**src/rtl/lagarto_plic_pkg.sv**
```systemverilog
// rtl/lagarto_plic_pkg.sv - Shared types and constants for the Lagarto PLIC.
package lagarto_plic_pkg;

    localparam int unsigned INTERRUPT_ID_WIDTH = 5;

    typedef logic [INTERRUPT_ID_WIDTH-1:0] interrupt_id_t;

    localparam interrupt_id_t NO_INTERRUPT_ID = '0;

    localparam int unsigned DEFAULT_CLAIM_TIMEOUT_CYCLES = 1024;

    typedef enum logic [1:0] {
        IDLE     = 2'd0,
        CLAIMED  = 2'd1,
        COMPLETE = 2'd2
    } plic_target_state_t;

endpackage

```
**src/rtl/lagarto_plic_claim_timer.sv**
```systemverilog
// rtl/lagarto_plic_claim_timer.sv - Open-claim age counter with expiry strobe.
// Only instantiated when LAGARTO_PLIC_CLAIM_TIMEOUT_EN is defined.
module lagarto_plic_claim_timer
    import lagarto_plic_pkg::*;
#(
    parameter int unsigned TIMEOUT_CYCLES = DEFAULT_CLAIM_TIMEOUT_CYCLES
) (
    input  logic clk_i,
    input  logic rst_i,
    input  logic start_i,
    input  logic clear_i,
    output logic expire_o
);

    localparam int unsigned COUNT_WIDTH = $clog2(TIMEOUT_CYCLES + 1);
    localparam logic [COUNT_WIDTH-1:0] LAST_COUNT = COUNT_WIDTH'(TIMEOUT_CYCLES - 1);

    logic [COUNT_WIDTH-1:0] r_count;

    // Saturates at the last count so a stalled claim never wraps back to zero.
    always_ff @(posedge clk_i or posedge rst_i) begin
        if (rst_i) begin
            r_count <= '0;
        end else if (clear_i) begin
            r_count <= '0;
        end else if (start_i && (r_count != LAST_COUNT)) begin
            r_count <= r_count + 1'b1;
        end
    end

    assign expire_o = start_i && !clear_i && (r_count == LAST_COUNT);

endmodule

```
**src/rtl/lagarto_plic_target.sv**
```systemverilog
// rtl/lagarto_plic_target.sv - Hart-side PLIC claim/complete controller.
// Optional forced completion of stale claims under LAGARTO_PLIC_CLAIM_TIMEOUT_EN.
module lagarto_plic_target
    import lagarto_plic_pkg::*;
#(
    parameter int unsigned NUMBER_OF_INTERRUPT_SOURCES = 2,
    parameter int unsigned CLAIM_TIMEOUT_CYCLES        = DEFAULT_CLAIM_TIMEOUT_CYCLES
) (
    input  logic          clk_i,
    input  logic          rst_i,
    input  logic          interrupt_notification_i,
    input  interrupt_id_t interrupt_id_i,
    output logic          interrupt_claim_complete_o,
    output logic          meip_o,
    input  logic          claim_req_i,
    output logic          claim_valid_o,
    output interrupt_id_t claim_id_o,
    input  logic          complete_req_i,
    input  interrupt_id_t complete_id_i,
    output logic          complete_ack_o,
    output logic          timeout_o
);

    localparam interrupt_id_t MAX_ID = interrupt_id_t'(NUMBER_OF_INTERRUPT_SOURCES);

    plic_target_state_t r_state;
    plic_target_state_t w_state_d;
    interrupt_id_t      r_claimed_id;
    interrupt_id_t      w_claimed_id_d;
    interrupt_id_t      r_claim_id;
    interrupt_id_t      w_claim_id_d;
    logic               r_claim_valid;
    logic               r_complete_ack;
    logic               r_meip;
    logic               w_id_legal;
    logic               w_grant;
    logic               w_match;
    logic               w_expire;
    logic               w_force;

    assign w_id_legal = (interrupt_id_i != NO_INTERRUPT_ID) && (interrupt_id_i <= MAX_ID);

    // A simultaneous complete wins; the claim is then answered with no ID.
    assign w_grant = claim_req_i && !complete_req_i && (r_state != CLAIMED)
                     && interrupt_notification_i && w_id_legal;

    assign w_match = complete_req_i && (r_state == CLAIMED) && (complete_id_i == r_claimed_id);
    assign w_force = (r_state == CLAIMED) && w_expire && !w_match;

    assign w_claim_id_d = w_grant ? interrupt_id_i : NO_INTERRUPT_ID;

    always_comb begin
        w_state_d      = r_state;
        w_claimed_id_d = r_claimed_id;
        case (r_state)
            IDLE: begin
                if (w_grant) begin
                    w_state_d      = CLAIMED;
                    w_claimed_id_d = interrupt_id_i;
                end
            end
            CLAIMED: begin
                if (w_match || w_expire) begin
                    w_state_d = COMPLETE;
                end
            end
            COMPLETE: begin
                if (w_grant) begin
                    w_state_d      = CLAIMED;
                    w_claimed_id_d = interrupt_id_i;
                end else begin
                    w_state_d      = IDLE;
                    w_claimed_id_d = NO_INTERRUPT_ID;
                end
            end
            default: begin
                w_state_d      = IDLE;
                w_claimed_id_d = NO_INTERRUPT_ID;
            end
        endcase
    end

    always_ff @(posedge clk_i or posedge rst_i) begin
        if (rst_i) begin
            r_state        <= IDLE;
            r_claimed_id   <= NO_INTERRUPT_ID;
            r_claim_id     <= NO_INTERRUPT_ID;
            r_claim_valid  <= 1'b0;
            r_complete_ack <= 1'b0;
            r_meip         <= 1'b0;
        end else begin
            r_state        <= w_state_d;
            r_claimed_id   <= w_claimed_id_d;
            r_claim_valid  <= claim_req_i;
            r_complete_ack <= complete_req_i;
            if (claim_req_i) begin
                r_claim_id <= w_claim_id_d;
            end
            // Qualifying with the next state keeps meip low for the whole claim.
            r_meip <= interrupt_notification_i && (w_state_d == IDLE);
        end
    end

`ifdef LAGARTO_PLIC_CLAIM_TIMEOUT_EN
    logic r_timeout;

    lagarto_plic_claim_timer #(
        .TIMEOUT_CYCLES (CLAIM_TIMEOUT_CYCLES)
    ) u_claim_timer (
        .clk_i    (clk_i),
        .rst_i    (rst_i),
        .start_i  (r_state == CLAIMED),
        .clear_i  (r_state != CLAIMED),
        .expire_o (w_expire)
    );

    always_ff @(posedge clk_i or posedge rst_i) begin
        if (rst_i) begin
            r_timeout <= 1'b0;
        end else if (w_force) begin
            r_timeout <= 1'b1;
        end
    end

    assign timeout_o = r_timeout;
`else
    assign w_expire  = 1'b0;
    assign timeout_o = 1'b0;
`endif

    assign interrupt_claim_complete_o = (r_state == COMPLETE);
    assign meip_o                     = r_meip;
    assign claim_valid_o              = r_claim_valid;
    assign claim_id_o                 = r_claim_id;
    assign complete_ack_o             = r_complete_ack;

endmodule

```
**config.mk**
```make
export PLATFORM = sky130hd
export DESIGN_NAME = lagarto_plic_target
export DESIGN_NICKNAME = d
export VERILOG_FILES = /design/src/rtl/lagarto_plic_pkg.sv /design/src/rtl/lagarto_plic_claim_timer.sv /design/src/rtl/lagarto_plic_target.sv
export SDC_FILE = /design/constraint.sdc
export NUM_CORES = 1
export LEC_CHECK = 0
export CORE_MARGIN = 2
export CORE_UTILIZATION = 41
export CTS_CLUSTER_DIAMETER = 40
export CTS_CLUSTER_SIZE = 12
export DETAILED_ROUTE_END_ITERATION = 6
export GPL_ROUTABILITY_DRIVEN = 0
export HOLD_SLACK_MARGIN = 0.08
export PLACE_DENSITY = 0.79
export SLEW_MARGIN = 5
export SYNTH_ARGS = -nofsm -noshare
export SYNTH_HDL_FRONTEND = slang
export SYNTH_HIERARCHICAL = 1
export SYNTH_SLANG_ARGS = --single-unit
```
**constraint.sdc**
```tcl
create_clock -name clk_i -period 1.7 [get_ports clk_i]
set_clock_uncertainty 0.1 [all_clocks]
set_input_delay 0.255 -clock clk_i [delete_from_list [all_inputs] [get_ports clk_i]]
set_output_delay 0.255 -clock clk_i [all_outputs]
set_load 0.02 [all_outputs]
```
# ---- Word level (Yosys, flattened, before mapping)
# Cells that the tools add are included.
dict set report totals {
  n_memories 0
  latch_bits 0
  register_bits 15
  mem_bits_ro 0
  output_inout_bits 10
  in_bits 15
  elab_cells 33
  ram_bits 0
}
dict set report op_classes {
  n_div 0
  shift 0
  n_reduce_logical 13
  bitwise_logic 1
  add_sub_neg 0
  mux 7
  n_mul 0
  n_lt_le_gt_ge 1
  n_eq_ne 5
}
# operator n
set op_table {}
lappend op_table {{$pmux 5 s3} 1}
lappend op_table {{$mux 5} 2}
lappend op_table {{$logic_and 1x1->1} 8}
lappend op_table {{$pmux 2 s3} 1}
lappend op_table {{$eq 5x5->1} 1}
lappend op_table {{$le 5x2->1 const B} 1}
lappend op_table {{$reduce_bool 5->1} 1}
lappend op_table {{$logic_not 2->1} 2}
lappend op_table {{$mux 2} 2}
lappend op_table {{$eq 2x1->1 const B} 1}
lappend op_table {{$eq 2x2->1 const B} 1}
lappend op_table {{$ne 2x1->1 const B} 1}
lappend op_table {{$ne 2x2->1 const B} 1}
lappend op_table {{$reduce_and 2->1} 1}
lappend op_table {{$logic_not 1->1} 1}
lappend op_table {{$mux 1} 1}
lappend op_table {{$not 1->1} 1}

# ---- Logic depth before layout (Yosys ltp)
# Gate-level depths: netlist (run 1).
dict set report logic_depth {
  word_depth 9
  depth_mapped 3
  depth_no_buf 3
}

# ---- Least setup slack after synthesis (run 1)
# No wires, ideal clock.
dict set report synth_path {
  path_kind {input to register}
  startpoint {input interrupt_id_i[4]}
  endpoint {register r_claim_id[1], in the netlist claim_id_o[1]}
  t_arrival_ns 1.467
  stages 3
  setup_ns 0.082
  t_required_ns 1.518
  path_buffers 0
  setup_slack_ns 0.050
  cell_sequence {or4b_4 > or4_1 > o22ai_1}
}
dict set report synth_between {
  elab_chain_cells 4
}
# element line_no
set synth_lines {}
lappend synth_lines {{start: declaration} lagarto_plic_target.sv:12} ;# input interrupt_id_t interrupt_id_i,
lappend synth_lines {{$le 5x2->1 or $reduce_bool 5->1 (tied branches)} lagarto_plic_target.sv:41} ;# assign w_id_legal = (interrupt_id_i != NO_INTERRUPT_ID) && (interrupt_id_i <= MAX_ID);
lappend synth_lines {{$logic_and 1x1->1 *} lagarto_plic_target.sv:41}
lappend synth_lines {{$logic_and 1x1->1 *} lagarto_plic_target.sv:45} ;# && interrupt_notification_i && w_id_legal;
lappend synth_lines {{$mux 5 *} lagarto_plic_target.sv:50} ;# assign w_claim_id_d = w_grant ? interrupt_id_i : NO_INTERRUPT_ID;
lappend synth_lines {{end signal: assignment} lagarto_plic_target.sv:97} ;# r_claim_id <= w_claim_id_d;
lappend synth_lines {{end: declaration} lagarto_plic_target.sv:30} ;# interrupt_id_t r_claim_id;
# Every way passes the cells marked *; elsewhere a longest branch is shown, timed or not.
# A chain may end at the register's enable or synchronous reset.

# ---- Final worst setup path (run 1)
dict set report layout_path {
  startpoint {register r_claim_id[1], in the netlist claim_id_o[1]}
  endpoint {output claim_id_o[1]}
}
# element line_no
set layout_lines {}
lappend layout_lines {{end: declaration} lagarto_plic_target.sv:17} ;# output interrupt_id_t claim_id_o,
# No word-level cell between the ends.

==> flow_metrics.py, run 1 <==
metrics = {
    "timing": {
        "setup_violations": 0,
        "worst_pin_slew_ns": 0.551,
        "period_share": 0.945,
        "slew_violations": 0,
        "setup_ws_ns": 0.0932,
        "slew_headroom": 0.632,
        "hold_ws_ns": 0.214,
        "fin_crit_ns": 1.61,
        "rsz0062_at_grt": "false",
        "timing.fmax_mhz": 622,
        "final_hold_viol_count": 0,
    },
    "pwr": {
        "irDropWorstVdd_uv": 513,
        "p_leak_nw": 0.440,
        "p_clk_frac": 0.258,
        "combPwrFrac": 0.220,
        "power.switching_mw": 0.209,
        "intPower_mw": 0.571,
        "p_seq_frac": 0.522,
        "p_per_area_mw_per_mm2": 778,
        "finalPower_mw": 0.780,
        "switching_share": 0.268,
    },
    "clocking": {
        "cts_buffer_depth": 2,
        "htree_num_levels": 1,
        "cts_tree": "yes",
        "cts_made_buffers": 3,
        "clock-sinks": 15,
        "clk_latency_ns": 0.28,
        "holdBufCountCts": 0,
        "clk_pin_slew_ns": 0.09,
        "root_buffer": "clkbuf_4",
    },
    "die": {
        "die_h_um": 44.1,
        "die_w_um": 44.1,
        "rows": 14,
        "dieArea_mm2": 0.00195,
        "ios": 25,
        "initial_core_util": 0.439,
        "core-area_mm2": 0.00151,
    },
    "setup_path": {
        "critPathLaunchType": "flop",
        "worstPathRequired_ns": 1.34,
        "path_cells": "clkdlybuf4s50_1",
        "endpoint_kind": "output port",
        "timing.critical_path.buf_inv": 1,
        "cp_max_fo": 2,
        "criticalPathCategory": "reg2out",
        "crit_family": "buffers and inverters",
        "max_stage_delay_ns": 0.60,
        "slowest_stage": "clkdlybuf4s50_1",
        "crit_arrival_ns": 1.25,
    },
    "yosys": {
        "syn-num-nets": 71,
        "async_reset_ff_frac": 1.00,
        "synth_edf_count": 0,
        "syn_inst": 56,
        "synth_flop_cell": "dfrtp_1",
        "ys_warn_count": 6,
        "netlist-cell-type-count": 21,
        "synth.avg_cell_area_um2": 11.8,
        "synth_commonest_cells": "dfrtp_1 (15), xnor2_1 (6), inv_1 (5), nor2b_1 (5), nand2b_1 (4)",
        "synth_top_cell_area_share": 0.568,
        "yosys.area.top_type": "dfrtp_1",
        "netlist_area_um2": 661,
        "yosysMostFrequentCell": "dfrtp_1",
        "ys_ff_latch": 15,
        "synthTopCellsByArea": "dfrtp_1 (57%), xnor2_1 (8.0%), nor2b_1 (4.7%), nand2b_1 (3.8%), nor3b_1 (3.4%)",
        "yosysSeqAreaShare": 0.568,
    },
    "global_routing": {
        "antenna_found_initial": 0,
        "grt_max_degree": 16,
        "grt_pass1_vias": 526,
        "grt_usage": 0.168,
        "grt_pass1_wl_um": 2280,
        "grt-ovfl-total": 0,
    },
    "placed_design": {
        "numPortBuffers": 23,
        "dpl.hpwl_um": 1040,
        "dp_slack_ns": -0.429,
    },
    "drt": {
        "ant_nets": 0,
        "drt_iter0_markers": 1,
        "routed_wl_um": 1330,
        "detail_route.first_pass.iterations": 4,
        "vias": 496,
        "drc": 0,
        "via_per_inst": 4.68,
        "wl_per_cell_um": 12.6,
    },
    "min_path": {
        "holdCritPathClass": "in2async",
    },
    "cells_and_area": {
        "antenna-diode-count": 0,
        "fin_nets": 106,
        "fillCellCount": 131,
        "drive_above_1_share": 0.178,
        "area_growth_syn_to_layout_pct": 51.9,
    },
    "outcome": {
        "status": "finished, final reports clean",
    },
    "flow_run": {
        "drv_cap": 0,
    },
}
==> repair_timing <==
item                                    in CTS  in global routing
hold endpoints to repair                     0                  0
endpoints found under the setup margin       8                  0
buffers inserted                             2                  0
gates resized for setup                      9                  0
==> final cells by class <==
cell class                      count  area (µm²)  area share
Multi-Input combinational cell     35         275       0.274
Inverter                            5        18.8      0.0187
Tap cell                           16        20.0      0.0200
Clock buffer                        4        26.3      0.0262
Timing Repair Buffer               31         288       0.287
Sequential cell                    15         375       0.374
==> placed cells by master (no fill, tap or decap), drive strengths merged <==
master	n
nor2	2
clkdlybuf4s50	18
or4	1
o22ai	2
a41oi	1
buf	8
nor2b	5
a21oi	1
dlygate4sd2	5
conb	1
nand2b	4
clkbuf	4
nor4	2
nand4	1
or4b	1
or3	1
inv	5
nand3	1
nor3b	3
mux2i	2
dfrtp	15
nand2	1
xnor2	6
==> cells by family after synthesis <==
kind of cell	after synthesis	share of synthesized area
AOI/OAI and AO/OA	4	0.0398
muxes	2	0.0303
DFF	15	0.568
and+or+nand+nor	22	0.237
other	1	0.00568
buffers and inverters	6	0.0398
xor gates and xnor gates	6	0.0795
==> worst paths after layout <==
path / start / to / slack [ns] / cells after the start
max: claim_id_o[1] / claim_id_o[1] / 0.09 / 1
min: rst_i / complete_ack_o / 0.21 / 2
max reg2reg: r_state[0] / claim_id_o[0] / 0.19 / 4
min reg2reg: claim_id_o[2] / claim_id_o[2] / 0.40 / 1
max in group asynchronous: rst_i / r_claimed_id[4] / 0.92 / 2
min in group clk_i: interrupt_notification_i / meip_o / 0.23 / 3
==> per-stage QoR <==
stage	cells	area [µm²]	setup TNS [ns]	utilization
floorplan	56	661	0	-
global placement	100	948	-3.03	0.630
detailed placement	100	948	-3.24	0.630
CTS	106	1000	0	0.666
global route	106	1000	0	0.666
finish	106	1000	0	0.666
==> registers in the layout, indices dropped and copies added (netlist names) <==
name / cells
claim_id_o: 5
r_claimed_id: 5
r_state: 2
claim_valid_o: 1
complete_ack_o: 1
meip_o: 1
==> per-layer routing <==
metal	routed length, µm	GRT usage
met1	618	0.199
met2	642	0.291
met3	63	0.0490
met4	9	0.0545
met5	0	0
==> power by group through the flow <==
stage                     combinational (mW)  sequential (mW)  clock (mW)
after detailed placement               0.174            0.415           0
after CTS                              0.174            0.408       0.209
after global placement                 0.170            0.414           0
final                                  0.172            0.407       0.201
after global routing                   0.189            0.411       0.231
after floorplan                       0.0935            0.421           0
Power figures use the tool's default switching activity.
==> run 2, diff against run 1 <==
--- a/config.mk
+++ b/config.mk
@@ -5,6 +5,7 @@
 export SDC_FILE = /design/constraint.sdc
 export NUM_CORES = 1
 export LEC_CHECK = 0
+export CAP_MARGIN = 20
 export CORE_MARGIN = 2
 export CORE_UTILIZATION = 41
 export CTS_CLUSTER_DIAMETER = 40
==> results of run 2 <==
Final layout, timing and power as in run 1 (identical DEF).
